===== src/rtl/arbmux.sv =====
// arbmux: select and state types for the physical-memory arbiter.
//   arb_sel_t    - which cache owns the pmem port (icache / dcache)
//   arb_state_t  - arbiter FSM states
//   arb_pick()   - IDLE-state winner selection, shared by both arbitration modes
// Round-robin arbitration is enabled by defining PMEM_ARB_RR_EN.
package arbmux;

    typedef enum logic {
        icache = 1'b0,
        dcache = 1'b1
    } arb_sel_t;

    typedef enum logic [1:0] {
        ARB_IDLE   = 2'd0,
        ARB_ICACHE = 2'd1,
        ARB_DCACHE = 2'd2
    } arb_state_t;

    // Low address bits that select a byte within a 256-bit line.
    localparam int unsigned LINE_OFFSET_W = 5;

    // Winner of one IDLE arbitration. Only meaningful when i_req or d_req is set.
    // In round-robin mode a tie goes to the requester that did not win last time;
    // otherwise the D-cache wins ties, since a D miss stalls the whole pipe.
    function automatic arb_sel_t arb_pick(input logic     i_req,
                                          input logic     d_req,
                                          input logic     rr_mode,
                                          input arb_sel_t last_grant);
        arb_sel_t win;
        if (i_req && d_req) begin
            if (rr_mode) begin
                win = (last_grant == icache) ? dcache : icache;
            end else begin
                win = dcache;
            end
        end else if (d_req) begin
            win = dcache;
        end else begin
            win = icache;
        end
        return win;
    endfunction

endpackage


===== src/rtl/pmem_arbiter.sv =====
// pmem_arbiter: shares the single line-wide physical memory port between the
// I-cache (read only) and the D-cache (read + writeback).
//
// A three-state FSM (ARB_IDLE / ARB_ICACHE / ARB_DCACHE) grants one requester
// at a time and holds the grant until pmem_resp. Every transaction passes
// through one IDLE cycle, so back-to-back requests see exactly one bubble.
//
// Configuration:
//   PMEM_ARB_RR_EN defined   - round-robin on contention (tracks last_grant)
//   PMEM_ARB_RR_EN undefined - fixed D-over-I priority
//
// Ports:
//   clk, rst                    clock, asynchronous active-low reset
//   i_read/i_addr               I-cache line read request (held until i_resp)
//   i_rdata/i_resp              line and one-cycle completion pulse to I-cache
//   d_read/d_write/d_addr       D-cache read / writeback request (held until d_resp)
//   d_wdata                     D-cache writeback line
//   d_rdata/d_resp              line and one-cycle completion pulse to D-cache
//   pmem_read/pmem_write        pmem strobes, held until pmem_resp
//   pmem_address/pmem_wdata     line-aligned address and writeback data
//   pmem_rdata/pmem_resp        returned line and one-cycle completion
module pmem_arbiter
    import arbmux::*;
#(
    parameter int unsigned LINE_W = 256,
    parameter int unsigned ADDR_W = 32
) (
    input  logic              clk,
    input  logic              rst,

    input  logic              i_read,
    input  logic [ADDR_W-1:0] i_addr,
    output logic [LINE_W-1:0] i_rdata,
    output logic              i_resp,

    input  logic              d_read,
    input  logic              d_write,
    input  logic [ADDR_W-1:0] d_addr,
    input  logic [LINE_W-1:0] d_wdata,
    output logic [LINE_W-1:0] d_rdata,
    output logic              d_resp,

    output logic              pmem_read,
    output logic              pmem_write,
    output logic [ADDR_W-1:0] pmem_address,
    output logic [LINE_W-1:0] pmem_wdata,
    input  logic [LINE_W-1:0] pmem_rdata,
    input  logic              pmem_resp
);

    localparam logic [ADDR_W-1:0] OffsetMask = ADDR_W'((1 << LINE_OFFSET_W) - 1);

    arb_state_t        state_q;
    logic              write_q;     // granted D transaction is a writeback
    logic [ADDR_W-1:0] addr_q;      // line address latched at grant
    logic [LINE_W-1:0] i_rdata_q;   // last line returned to each requester
    logic [LINE_W-1:0] d_rdata_q;

    logic     i_req;
    logic     d_req;
    arb_sel_t win;
    logic     grant_i;
    logic     grant_d;

    assign i_req = i_read;
    assign d_req = d_read | d_write;

`ifdef PMEM_ARB_RR_EN
    arb_sel_t last_grant_q;
    assign win = arb_pick(i_req, d_req, 1'b1, last_grant_q);
`else
    assign win = arb_pick(i_req, d_req, 1'b0, icache);
`endif

    // FSM and latched transaction state
    always_ff @(posedge clk or negedge rst) begin
        if (!rst) begin
            state_q   <= ARB_IDLE;
            write_q   <= 1'b0;
            addr_q    <= '0;
            i_rdata_q <= '0;
            d_rdata_q <= '0;
`ifdef PMEM_ARB_RR_EN
            last_grant_q <= icache;
`endif
        end else begin
            case (state_q)
                ARB_IDLE: begin
                    if (i_req || d_req) begin
                        if (win == dcache) begin
                            state_q <= ARB_DCACHE;
                            addr_q  <= d_addr & ~OffsetMask;
                            // A writeback wins over a read if both are raised.
                            write_q <= d_write;
                        end else begin
                            state_q <= ARB_ICACHE;
                            addr_q  <= i_addr & ~OffsetMask;
                            write_q <= 1'b0;
                        end
`ifdef PMEM_ARB_RR_EN
                        last_grant_q <= win;
`endif
                    end
                end
                ARB_ICACHE: begin
                    if (pmem_resp) begin
                        state_q   <= ARB_IDLE;
                        i_rdata_q <= pmem_rdata;
                    end
                end
                ARB_DCACHE: begin
                    if (pmem_resp) begin
                        state_q   <= ARB_IDLE;
                        d_rdata_q <= pmem_rdata;
                    end
                end
                default: state_q <= ARB_IDLE;
            endcase
        end
    end

    assign grant_i = (state_q == ARB_ICACHE);
    assign grant_d = (state_q == ARB_DCACHE);

    // Output mux. Because everything is gated by state_q, an asynchronous reset
    // drops the strobes and responses immediately.
    always_comb begin
        pmem_read    = grant_i | (grant_d & ~write_q);
        pmem_write   = grant_d & write_q;
        pmem_address = (grant_i | grant_d) ? addr_q : '0;
        pmem_wdata   = (grant_d & write_q) ? d_wdata : '0;

        i_resp  = grant_i & pmem_resp;
        d_resp  = grant_d & pmem_resp;
        // The returned line is visible in the resp cycle and held afterwards.
        i_rdata = i_resp ? pmem_rdata : i_rdata_q;
        d_rdata = d_resp ? pmem_rdata : d_rdata_q;
    end

    // Protocol checks
    a_d_rw_exclusive: assert property (@(posedge clk) disable iff (!rst)
        !(d_read && d_write));
    a_i_req_held: assert property (@(posedge clk) disable iff (!rst)
        (state_q == ARB_ICACHE) |-> i_read);
    a_d_req_held: assert property (@(posedge clk) disable iff (!rst)
        (state_q == ARB_DCACHE) |-> (d_read || d_write));

endmodule


===== config.mk =====
export PLATFORM = sky130hd
export DESIGN_NAME = pmem_arbiter
export DESIGN_NICKNAME = d
export VERILOG_FILES = /design/src/rtl/arbmux.sv /design/src/rtl/pmem_arbiter.sv
export SDC_FILE = /design/constraint.sdc
export NUM_CORES = 1
export LEC_CHECK = 0
export ABC_CLOCK_PERIOD_IN_PS = 4750
export BUFFER_PORTS_ARGS = -buffer_cell sky130_fd_sc_hd__clkbuf_2
export CORE_AREA = 8 8 538 540
export CTS_CLUSTER_DIAMETER = 200
export DETAILED_ROUTE_END_ITERATION = 8
export DIE_AREA = 0 0 546 548
export SLEW_MARGIN = 40
export SYNTH_ARGS = -nofsm -noshare
export SYNTH_HDL_FRONTEND = slang
export SYNTH_SLANG_ARGS = --single-unit

===== constraint.sdc =====
create_clock -name clk -period 4.75 [get_ports clk]
set_input_delay 0.475 -clock clk [delete_from_list [all_inputs] [get_ports clk]]
set_output_delay 0.475 -clock clk [all_outputs]
set_load 0.05 [all_outputs]

==> results.txt, run 1 <==
drt drc - 0
Detailed Place HPWL - 203,000 um
CP cell instances - inv_1 -> ha_4 -> buf_12 -> buf_16 -> and3_1 -> clkbuf_2
outcome - finished, final reports clean
Initial Util - 9.08%
clk slew on worst S/H paths - 60 ps
initial antenna violation count - 250
leakage - 20.0 nW
fin nets - 4,007
Die Area - 0.299 sq mm
clock buffer count from CTS - 76
Max Cap Viol - 0
row count - 195
Post-DRT Antenna Nets - 0
Pre-antenna DRT Iters - 5
WL per Instance - 31.5 um
I/O Buffers - 1,370
DR iter-0 viols - 1,504
Post-Place Worst Slack - 1580 ps
Final Cycle Share - 81.7%
Avg Cell Area, Syn - 13.7 sq um
fillcell total - 31,600
fin cells - 7,265
final count of hold timing violations - 0
routability-driven placement congestion ratio - 0.965
vias in the first global route - 23,900
FF+latch count, synth - 542
post-route setup slack - 868 ps
CTS Buffer Depth - 4
Synth cell types - 22
most common cell after layout, fill and taps aside - clkbuf_2
Hold WC Path Type - input port to flop
via/cell ratio - 3.24
Die W - 546 um
Max-slew headroom - 49.8%
Vias - 23,500
Crit path arrival time - 3410 ps
buffer count from post-CTS setup fixing - 0
final wirelength - 229,000 um
Final Skew - 25.7 ps
crit-path max cell delay - 510 ps
sequential area share after synthesis - 53.2%
final setup vio count - 0
Clock Sinks - 542
area of the multi-input gates - 0.0111 sq mm
most frequent cells in the layout - clkbuf_2 (1,369), mux2_2 (767), dfrtp_1 (541), and3_1 (256), dlygate4sd3_1 (229)
Slew @ Worst Pin - 754 ps
later-pin clock latency in the skew report - 730 ps
grt total ovfl - 0
YS warnings - 0
WHS - 89.1 ps
kind of critical path - flop to primary output
Total GRT Usage - 14.6%
Mapped Cells - 1,854
Mapped Area - 0.0255 sq mm
Peak VDD IR - 0.000560 V
setup TNS - 0 ps
Ports - 1,386
placed cells - 6,857
first-pass GRT wire length - 282,000 um
Pwr Density - 926 mW/mm^2
core area - 0.281 sq mm
unrepaired setup endpoints after global routing - false
CP max stage cell - and3_1
CTS tree - built
final-report max-slew violation count - 0
post-layout minimum cycle time - 3880 ps
H-tree depth - 3
clock root buffer master - clkbuf_16
sequential cell area - 0.0136 sq mm
largest net degree at the start of global routing - 190
type of origin of the critical path - flop
fraction of layout cells with a size suffix above 1 - 66.4%
WP data required - 4280 ps
Worst Path Max Fanout - 148
CTS resizes - 0
Fmax achieved - 0.258 GHz
height of the die - 548 um
Area growth syn-to-layout - 63.6%
CP endpoint kind - primary output
layer usage:
metal  track usage [%]  vias to the layer above  share of wire (%)
met2              22.3                     1493                 43
li1                  -                     9852                  -
met1              16.2                    11500                 38
met3              10.6                      489                 16
met5                 0                        -               0.49
met4              3.76                      166                3.1
report_power, final:
part / internal (mW) / switching, mW / leakage (nW)
sequential: 6.95 / 0.867 / 6.48
combinational: 6.20 / 18.8 / 12.3
clock: 3.52 / 2.27 / 1.21
total: 16.7 / 22.0 / 20.0
state kept, by name, indices dropped and copies added, names as in the netlist:
register / cells
write_q: 1
d_rdata_q: 256
i_rdata_q: 256
addr_q: 27
state_q: 2
through the flow:
step / util (%) / power, mW / instance area (sq um)
2_1_floorplan: - / 25.4 / 25500
5_1_grt: 14.8 / 40.2 / 41600
6_report: 14.8 / 38.6 / 41700
4_1_cts: 14.8 / 39.2 / 41500
3_5_place_dp: 13.1 / 32.9 / 36800
3_3_place_gp: 13.1 / 32.7 / 36700
path summary, 6_finish.rpt:
check	startpoint	to	slack [ps]	depth (start not counted)
max	state_q[0]$_DFFE_PN0P_	pmem_wdata[109]	870	6
min	pmem_rdata[141]	d_rdata_q[141]$_DFFE_PN0P_	90	2
max reg2reg	state_q[0]$_DFFE_PN0P_	d_rdata_q[166]$_DFFE_PN0P_	2220	6
min reg2reg	addr_q[23]$_DFFE_PN0P_	addr_q[23]$_DFFE_PN0P_	470	2
max in group asynchronous	rst	d_rdata_q[253]$_DFFE_PN0P_	3210	4
min in group asynchronous	rst	d_rdata_q[202]$_DFFE_PN0P_	220	2
synthesized netlist by cell type (all sizes together):
| library cell | count | area, sq um |
|---|---|---|
| and2 | 28 | 175 |
| inv | 6 | 22.5 |
| o2bb2ai | 1 | 8.76 |
| and3 | 256 | 1600 |
| nand2 | 31 | 119 |
| mux2 | 767 | 8640 |
| nand2b | 1 | 6.26 |
| buf | 97 | 633 |
| o21ai | 28 | 140 |
| a21oi | 2 | 10.0 |
| conb | 1 | 3.75 |
| mux2i | 27 | 270 |
| nor2 | 1 | 3.75 |
| a22o | 1 | 8.76 |
| a21o | 1 | 7.51 |
| dfrtp | 542 | 13600 |
| ha | 3 | 37.5 |
| o31ai | 1 | 12.5 |
| clkbuf | 60 | 225 |
area by class of cell:
class | count | share of cell area, %
flip-flops and latches | 542 | 32.5
clock inverters | 29 | 0.942
clock buffers | 96 | 4.98
multi-input cells | 1153 | 26.6
inverters | 6 | 0.0540
well taps | 3743 | 11.2
repair buffers | 1643 | 23.3
diodes | 53 | 0.318
logic make-up (layout without fill, tap and decap cells):
group | Yosys count | in the layout | share of synthesized area, %
adder cells (fa/ha/maj) | 3 | 3 | 0.147
flip-flops | 542 | 542 | 53.2
other | 1 | 58 | 0.0147
multiplexers | 794 | 794 | 35.0
AND/OR/NAND/NOR | 317 | 317 | 7.48
AO/OA/AOI/OAI | 34 | 34 | 0.736
buffers and inverters | 163 | 1774 | 3.46
critical path: cells and delay by family (launching register included):
| family | cells | cell delay (ps) |
|---|---|---|
| DFF | 1 | 400 |
| buffers and inverters | 4 | 1090 |
| adders and majority gates | 1 | 380 |
| and+or+nand+nor | 1 | 510 |
repair_timing:
action                     in CTS  in global routing
setup endpoints to repair       0                  0
hold endpoints to repair      452                  0
hold buffers                  229                  0
Power figures use the tool's default switching activity.
==> inputs of run 2 (changes only) <==
--- a/config.mk
+++ b/config.mk
@@ -5,12 +5,13 @@
 export SDC_FILE = /design/constraint.sdc
 export NUM_CORES = 1
 export LEC_CHECK = 0
-export ABC_CLOCK_PERIOD_IN_PS = 4750
+export ABC_AREA = 1
+export ABC_CLOCK_PERIOD_IN_PS = 3200
 export BUFFER_PORTS_ARGS = -buffer_cell sky130_fd_sc_hd__clkbuf_2
-export CORE_AREA = 8 8 538 540
+export CORE_AREA = 8 8 526 528
 export CTS_CLUSTER_DIAMETER = 200
 export DETAILED_ROUTE_END_ITERATION = 8
-export DIE_AREA = 0 0 546 548
+export DIE_AREA = 0 0 534 536
 export SLEW_MARGIN = 40
 export SYNTH_ARGS = -nofsm -noshare
 export SYNTH_HDL_FRONTEND = slang
==> constraint.sdc (replaced) <==
create_clock -name clk -period 3.2 [get_ports clk]
set_input_delay 0.32 -clock clk [delete_from_list [all_inputs] [get_ports clk]]
set_output_delay 0.32 -clock clk [all_outputs]
set_load 0.05 [all_outputs]
==> results.txt, run 2 <==
outcome - finished, final reports clean (unchanged)
placed cells - 7,880 (was 6,857)
hold path depth - 3 (was 2)
sequential area share after synthesis - 55.7% (was 53.2%)
DP Area - 0.0369 sq mm (was 0.0368 sq mm)
type of origin of the critical path - flop (unchanged)
clk slew on worst S/H paths - 50 ps (was 60 ps)
Area growth syn-to-layout - 76.6% (was 63.6%)
Initial Util - 9.06% (was 9.08%)
Slew @ Worst Pin - 627 ps (was 754 ps)
Die Area - 0.286 sq mm (was 0.299 sq mm)
Hold WC Path Type - input port to flop (unchanged)
first-pass GRT wire length - 260,000 um (was 282,000 um)
Fmax achieved - 0.318 GHz
fraction of layout cells with a size suffix above 1 - 33.7% (was 66.4%)
crit-path max cell delay - 550 ps (was 510 ps)
Mapped Cells - 3,026 (was 1,854)
Vias - 26,700 (was 23,500)
most frequent cells in the layout - clkbuf_2 (1,045), nand2_1 (711), inv_1 (549), dfrtp_1 (542), o21ai_0 (508) (was clkbuf_2 (1,369), mux2_2 (767), dfrtp_1 (541), and3_1 (256), dlygate4sd3_1 (229))
height of the die - 536 um (was 548 um)
CP endpoint kind - primary output (unchanged)
grt total ovfl - 0 (unchanged)
WL per Instance - 24.8 um (was 31.5 um)
final count of hold timing violations - 0 (unchanged)
post-layout minimum cycle time - 3140 ps
Final Skew - 79.5 ps (was 25.7 ps)
reg-to-reg slack, setup - 1330 ps (was 2220 ps)
final instance area - 0.0430 sq mm (was 0.0417 sq mm)
via/cell ratio - 3.21 (was 3.24)
YS warnings - 0 (unchanged)
leakage - 22.9 nW (was 20.0 nW)
Mapped Area - 0.0243 sq mm (was 0.0255 sq mm)
Final Cycle Share - 98.1%
vias in the first global route - 26,300 (was 23,900)
row count - 191 (was 195)
largest registers - d_rdata_q (256), i_rdata_q (256), addr_q (27) (unchanged)
Max-slew headroom - 58.2% (was 49.8%)
Synth cell types - 18 (was 22)
worst hold path startpoint - pmem_rdata[126] (was pmem_rdata[141])
clock buffer count from CTS - 71 (was 76)
sequential cell area - 0.0136 sq mm (about the same)
DR iter-0 viols - 1,433 (was 1,504)
Post-DRT Antenna Nets - 0 (unchanged)
top cells by area, synth - dfrtp_1 (56%), o21ai_0 (13%), nand2_1 (11%) (was dfrtp_1 (53%), mux2_2 (34%), and3_1 (6.3%))
Peak VDD IR - 0.000767 V (was 0.000560 V)
Synth top cells by count - nand2_1 (713), o21ai_0 (617), inv_1 (549) (was mux2_2 (767), dfrtp_1 (542), and3_1 (256))
Avg Cell Area, Syn - 8.05 sq um (was 13.7 sq um)
EDFF count, synth - 0 (unchanged)
final wirelength - 207,000 um (was 229,000 um)
Detailed Place HPWL - 179,000 um (was 203,000 um)
drt drc - 0 (unchanged)
CP cell instances - inv_1 -> ha_2 -> nand2_4 -> buf_16 -> o21ai_0 -> clkbuf_2 (was inv_1 -> ha_4 -> buf_12 -> buf_16 -> and3_1 -> clkbuf_2)
initial antenna violation count - 79 (was 250)
Crit path arrival time - 2820 ps (was 3410 ps)
worst r2r src - state_q[0]$_DFFE_PN0P_ (unchanged)
Pwr Density - 1240 mW/mm^2 (was 926 mW/mm^2)
I/O Buffers - 1,370 (unchanged)
Reg2Reg Depth - 6 (unchanged)
setup TNS - 0 ps (unchanged)
FF+latch count, synth - 542 (unchanged)
kind of critical path - flop to primary output (unchanged)
H-tree depth - 3 (unchanged)
ys flop type - dfrtp_1 (unchanged)
Die W - 534 um (was 546 um)
area of the multi-input gates - 0.00764 sq mm (was 0.0111 sq mm)
Clock Sinks - 542 (unchanged)
fin nets - 5,281 (was 4,007)
fillcell total - 30,300 (was 31,600)
WP data required - 2880 ps (was 4280 ps)
async set-or-reset flop fraction in the synthesized netlist - 100% (unchanged)
unrepaired setup endpoints after global routing - true (was false)
final setup vio count - 0 (unchanged)
Worst Hold Path EP - d_rdata_q[126]$_DFFE_PN0P_ (was d_rdata_q[141]$_DFFE_PN0P_)
core area - 0.269 sq mm (was 0.281 sq mm)
Max Cap Viol - 0 (unchanged)
Pre-antenna DRT Iters - 6 (was 5)
fin cells - 8,329 (was 7,265)
final-report max-slew violation count - 0 (unchanged)
CTS tree - built (unchanged)
most common cell after layout, fill and taps aside - clkbuf_2 (unchanged)
routability-driven placement congestion ratio - 1.03 (was 0.965)
reg2reg end - d_rdata_q[124]$_DFFE_PN0P_ (was d_rdata_q[166]$_DFFE_PN0P_)
largest net degree at the start of global routing - 120 (was 190)
post-synthesis cell type with the largest combined area - dfrtp_1 (unchanged)
Worst Path Max Fanout - 53 (was 148)
Top delay family on crit path - buffers and inverters (unchanged)
CP max stage cell - o21ai_0 (was and3_1)
most common cell in the synthesized netlist - nand2_1 (was mux2_2)
Ports - 1,386 (unchanged)
CP Buf/Inv Count - 3 (was 4)
later-pin clock latency in the skew report - 770 ps (was 730 ps)
CTS Buffer Depth - 4 (unchanged)
clock root buffer master - clkbuf_16 (unchanged)
top cell type's share of synthesized area - 55.7% (was 53.2%)
Total GRT Usage - 13.6% (was 14.6%)
-- run 2: cell count changes in the layout (fill, tap and decap cells not counted), moves of 65 or more --
cell	before	now
clkbuf_4	0	83
buf_4	27	158
inv_1	6	549
clkbuf_2	1369	1045
mux2_2	767	0
buf_2	0	65
and3_1	256	0
nand2_1	29	711
buf_12	15	108
nor2_1	0	249
o21ai_1	0	257
o21ai_0	28	508
dlygate4sd3_1	229	300
-- run 2: worst max path at each step --
stage	to	cells after the start	start
6_report	d_rdata[82]	6	state_q[0]$_DFFE_PN0P_
5_1_grt	i_rdata[178]	7	state_q[1]$_DFFE_PN0P_
4_1_cts	i_rdata[155]	8	state_q[1]$_DFFE_PN0P_
3_5_place_dp	pmem_wdata[198]	6	state_q[0]$_DFFE_PN0P_
3_3_place_gp	pmem_wdata[198]	6	state_q[0]$_DFFE_PN0P_
2_1_floorplan	d_rdata[136]	7	state_q[0]$_DFFE_PN0P_
-- run 2: where the power goes --
part,leakage (nW),switching [mW],internal (mW)
Sequential,6.85,0.841,9.89
Clock,1.11,3.21,4.80
Combinational,14.9,26.5,8.01
Total,22.9,30.6,22.7
-- run 2: layout make-up --
class / instances / share of cell area, %
flip-flops and latches: 542 / 31.6
repair buffers: 1780 / 30.1
multi-input cells: 1751 / 17.8
well taps: 3570 / 10.4
inverters: 550 / 4.80
clock buffers: 94 / 4.57
clock inverters: 22 / 0.713
diodes: 20 / 0.116
-- run 2: layer usage --
layer	routed length (um)	global-route usage, %	up-vias
li1	-	-	12600
met1	91500	17.6	12400
met2	85300	19.9	1399
met3	23600	6.79	267
met4	6160	3.69	32
met5	191	0	-
-- run 2: logic make-up (layout without fill, tap and decap cells) --
kind of cell,count (synthesis),after routing,share of synthesized area [%]
and+or+nand+nor,974,974,15.0
AOI/OAI and AO/OA,769,769,15.8
buffers and inverters,737,2446,13.2
DFF,542,542,55.7
adders and majority gates,3,3,0.154
other,1,25,0.0154
-- run 2: per-stage QoR --
stage	util, %	hold WS, ps	power (mW)	setup WS [ps]
finish	16.0	42.8	53.3	59.4
global route	16.0	43.8	55.9	-13.5
CTS	15.8	6.52	53.3	-16.2
detailed placement	13.7	266	44.4	398
global placement	13.7	264	44.2	418
floorplan	-	24.4	31.2	667
-- run 2: worst register-to-register path: stages, from the launching register on --
cell,delay (ps)
dfrtp_1,400
inv_1,100
ha_2,280
nand2_4,100
buf_16,190
clkbuf_16,520
o21ai_0,220
-- run 2: timing repair --
| item | 4_1_cts | 5_1_grt |
|---|---|---|
| endpoints found under the setup margin | 258 | 262 |
| hold endpoints to repair | 657 | 0 |
| pin swaps | 1 | 1 |
| hold buffers | 300 | 0 |
| buffers inserted | 3 | 6 |
| cloned | 0 | 4 |
| resized for setup | 73 | 476 |
==> inputs of run 3 (changes only) <==
--- a/config.mk
+++ b/config.mk
@@ -12,6 +12,7 @@
 export CTS_CLUSTER_DIAMETER = 200
 export DETAILED_ROUTE_END_ITERATION = 8
 export DIE_AREA = 0 0 534 536
+export REMOVE_ABC_BUFFERS = 1
 export SLEW_MARGIN = 40
 export SYNTH_ARGS = -nofsm -noshare
 export SYNTH_HDL_FRONTEND = slang
==> results.txt, run 3 (synthesis gave the netlist of run 2 again) <==
largest net degree at the start of global routing - 112 (was 120)
outcome - finished, final reports clean (unchanged)
Hold WC Path Type - input port to flop (unchanged)
final instance area - 0.0418 sq mm (was 0.0430 sq mm)
leakage - 22.4 nW (was 22.9 nW)
Total GRT Usage - 14.1% (was 13.6%)
later-pin clock latency in the skew report - 760 ps (was 770 ps)
drt drc - 0 (unchanged)
row count - 191 (unchanged)
Vias - 27,500 (was 26,700)
clock root buffer master - clkbuf_16 (unchanged)
post-layout minimum cycle time - 3170 ps (was 3140 ps)
Fmax achieved - 0.316 GHz (was 0.318 GHz)
initial antenna violation count - 211 (was 79)
DR iter-0 viols - 1,668 (was 1,433)
post-route setup slack - 31.2 ps (was 59.4 ps)
Clock Sinks - 542 (unchanged)
Slew @ Worst Pin - 689 ps (was 627 ps)
Crit path arrival time - 2850 ps (was 2820 ps)
final wirelength - 213,000 um (was 207,000 um)
CTS tree - built (unchanged)
H-tree depth - 3 (unchanged)
most common cell after layout, fill and taps aside - clkbuf_2 (unchanged)
Final Cycle Share - 99.0% (was 98.1%)
routability-driven placement congestion ratio - 0.968 (was 1.03)
final count of hold timing violations - 0 (unchanged)
I/O Buffers - 1,370 (unchanged)
fraction of layout cells with a size suffix above 1 - 33.2% (was 33.7%)
CTS Buffer Depth - 4 (unchanged)
core area - 0.269 sq mm (unchanged)
Pwr Total - 48.9 mW (was 53.3 mW)
WHS - 70.2 ps (was 42.8 ps)
global route hottest layer - met2 (unchanged)
grt met2 use - 25.8% (was 19.9%)
Final Skew - 65.0 ps (was 79.5 ps)
WP data required - 2880 ps (about the same)
Detailed Place HPWL - 187,000 um (was 179,000 um)
first-pass GRT wire length - 268,000 um (was 260,000 um)
Worst Path Max Fanout - 31 (was 53)
Pwr Density - 1170 mW/mm^2 (was 1240 mW/mm^2)
Die Area - 0.286 sq mm (unchanged)
final setup vio count - 0 (unchanged)
Post-Place Worst Slack - 585 ps (was 398 ps)
Max-slew headroom - 54.1% (was 58.2%)
via/cell ratio - 3.29 (was 3.21)
GR Layer Usage met3 - 5.41% (was 6.79%)
kind of critical path - flop to primary output (unchanged)
final-report max-slew violation count - 0 (unchanged)
Peak VDD IR - 0.000758 V (was 0.000767 V)
fin nets - 5,264 (was 5,281)
vias in the first global route - 26,700 (was 26,300)
clock buffer count from CTS - 72 (was 71)
DP Area - 0.0358 sq mm (was 0.0369 sq mm)
grt met1 use - 15.3% (was 17.6%)
type of origin of the critical path - flop (unchanged)
unrepaired setup endpoints after global routing - true (unchanged)
Ports - 1,386 (unchanged)
Max Cap Viol - 0 (unchanged)
Area growth syn-to-layout - 71.7% (was 76.6%)
grt total ovfl - 0 (unchanged)
Die W - 534 um (unchanged)
most frequent cells in the layout - clkbuf_2 (1,161), nand2_1 (710), o21ai_0 (556), inv_1 (549), dfrtp_1 (542) (was clkbuf_2 (1,045), nand2_1 (711), inv_1 (549), dfrtp_1 (542), o21ai_0 (508))
Initial Util - 9.06% (unchanged)
clk slew on worst S/H paths - 60 ps (was 50 ps)
WL per Instance - 25.5 um (was 24.8 um)
CP endpoint kind - primary output (unchanged)
largest registers - d_rdata_q (256), i_rdata_q (256), addr_q (27) (unchanged)
Post-DRT Antenna Nets - 0 (unchanged)
height of the die - 536 um (unchanged)
Pre-antenna DRT Iters - 5 (was 6)
[run 3: cell types whose count changed in the layout (fill, tap and decap cells not counted), moves of 8 or more]
cell / before / now
o21ai_0: 508 / 556
dlygate4sd3_1: 300 / 312
buf_2: 65 / 57
nor2_2: 8 / 0
o21ai_1: 257 / 211
buf_4: 158 / 88
buf_12: 108 / 40
diode_2: 20 / 52
clkbuf_2: 1045 / 1161
[run 3: timing repair]
item	in CTS	in global routing
pin swaps	1	0
setup buffers	0	0
endpoints found under the hold margin	562	0
setup endpoints to repair	166	226
gates cloned	0	3
resized for setup	72	309
hold buffers	312	0
[run 3: layer usage]
layer / part of all wire, % / up-vias
met3: 9.7 / 456
met1: 36 / 12800
met5: 0.50 / -
met4: 2.8 / 162
li1: - / 12700
met2: 51 / 1450
[run 3: worst paths after layout]
path | slack, ps | end | cells past startpoint | from
min in group asynchronous | 220 | i_rdata_q[131]$_DFFE_PN0P_ | 2 | rst
hold reg to reg | 470 | d_rdata_q[250]$_DFFE_PN0P_ | 2 | d_rdata_q[250]$_DFFE_PN0P_
hold / removal | 70 | addr_q[9]$_DFFE_PN0P_ | 5 | d_addr[9]
max in group asynchronous | 1950 | d_rdata_q[109]$_DFFE_PN0P_ | 4 | rst
setup reg to reg | 1260 | state_q[0]$_DFFE_PN0P_ | 7 | state_q[1]$_DFFE_PN0P_
setup / recovery | 30 | pmem_wdata[53] | 8 | state_q[0]$_DFFE_PN0P_
[run 3: layout make-up]
cell class	instances	area, sq um
fillers	30700	227000
flip-flops and latches	542	13600
repair buffers	1762	11600
multi-input cells	1751	7630
well taps	3570	4470
inverters	550	2060
clock buffers	90	1960
clock inverters	33	332
diodes	52	130
[run 3: worst max-delay path, cell delays in order, from the launching register on]
cell      delay, ps
dfrtp_1         400
inv_1            90
ha_2            300
nand2_8         160
buf_12          240
buf_4           200
buf_4           240
nor2_1          210
clkbuf_8        230
[run 3: where the power goes]
part	internal, mW	switching (mW)	total [mW]
combinational	6.27	23.9	30.1
sequential	9.89	0.891	10.8
clock	4.64	3.38	8.02
[run 3: per-stage QoR]
step / TNS, ps / cells / util [%]
2_1_floorplan: -7877660 / 2843 / -
3_3_place_gp: 0 / 7860 / 13.3
3_5_place_dp: 0 / 7860 / 13.3
4_1_cts: -353 / 8295 / 15.4
5_1_grt: -2400 / 8323 / 15.5
6_report: 0 / 8350 / 15.5
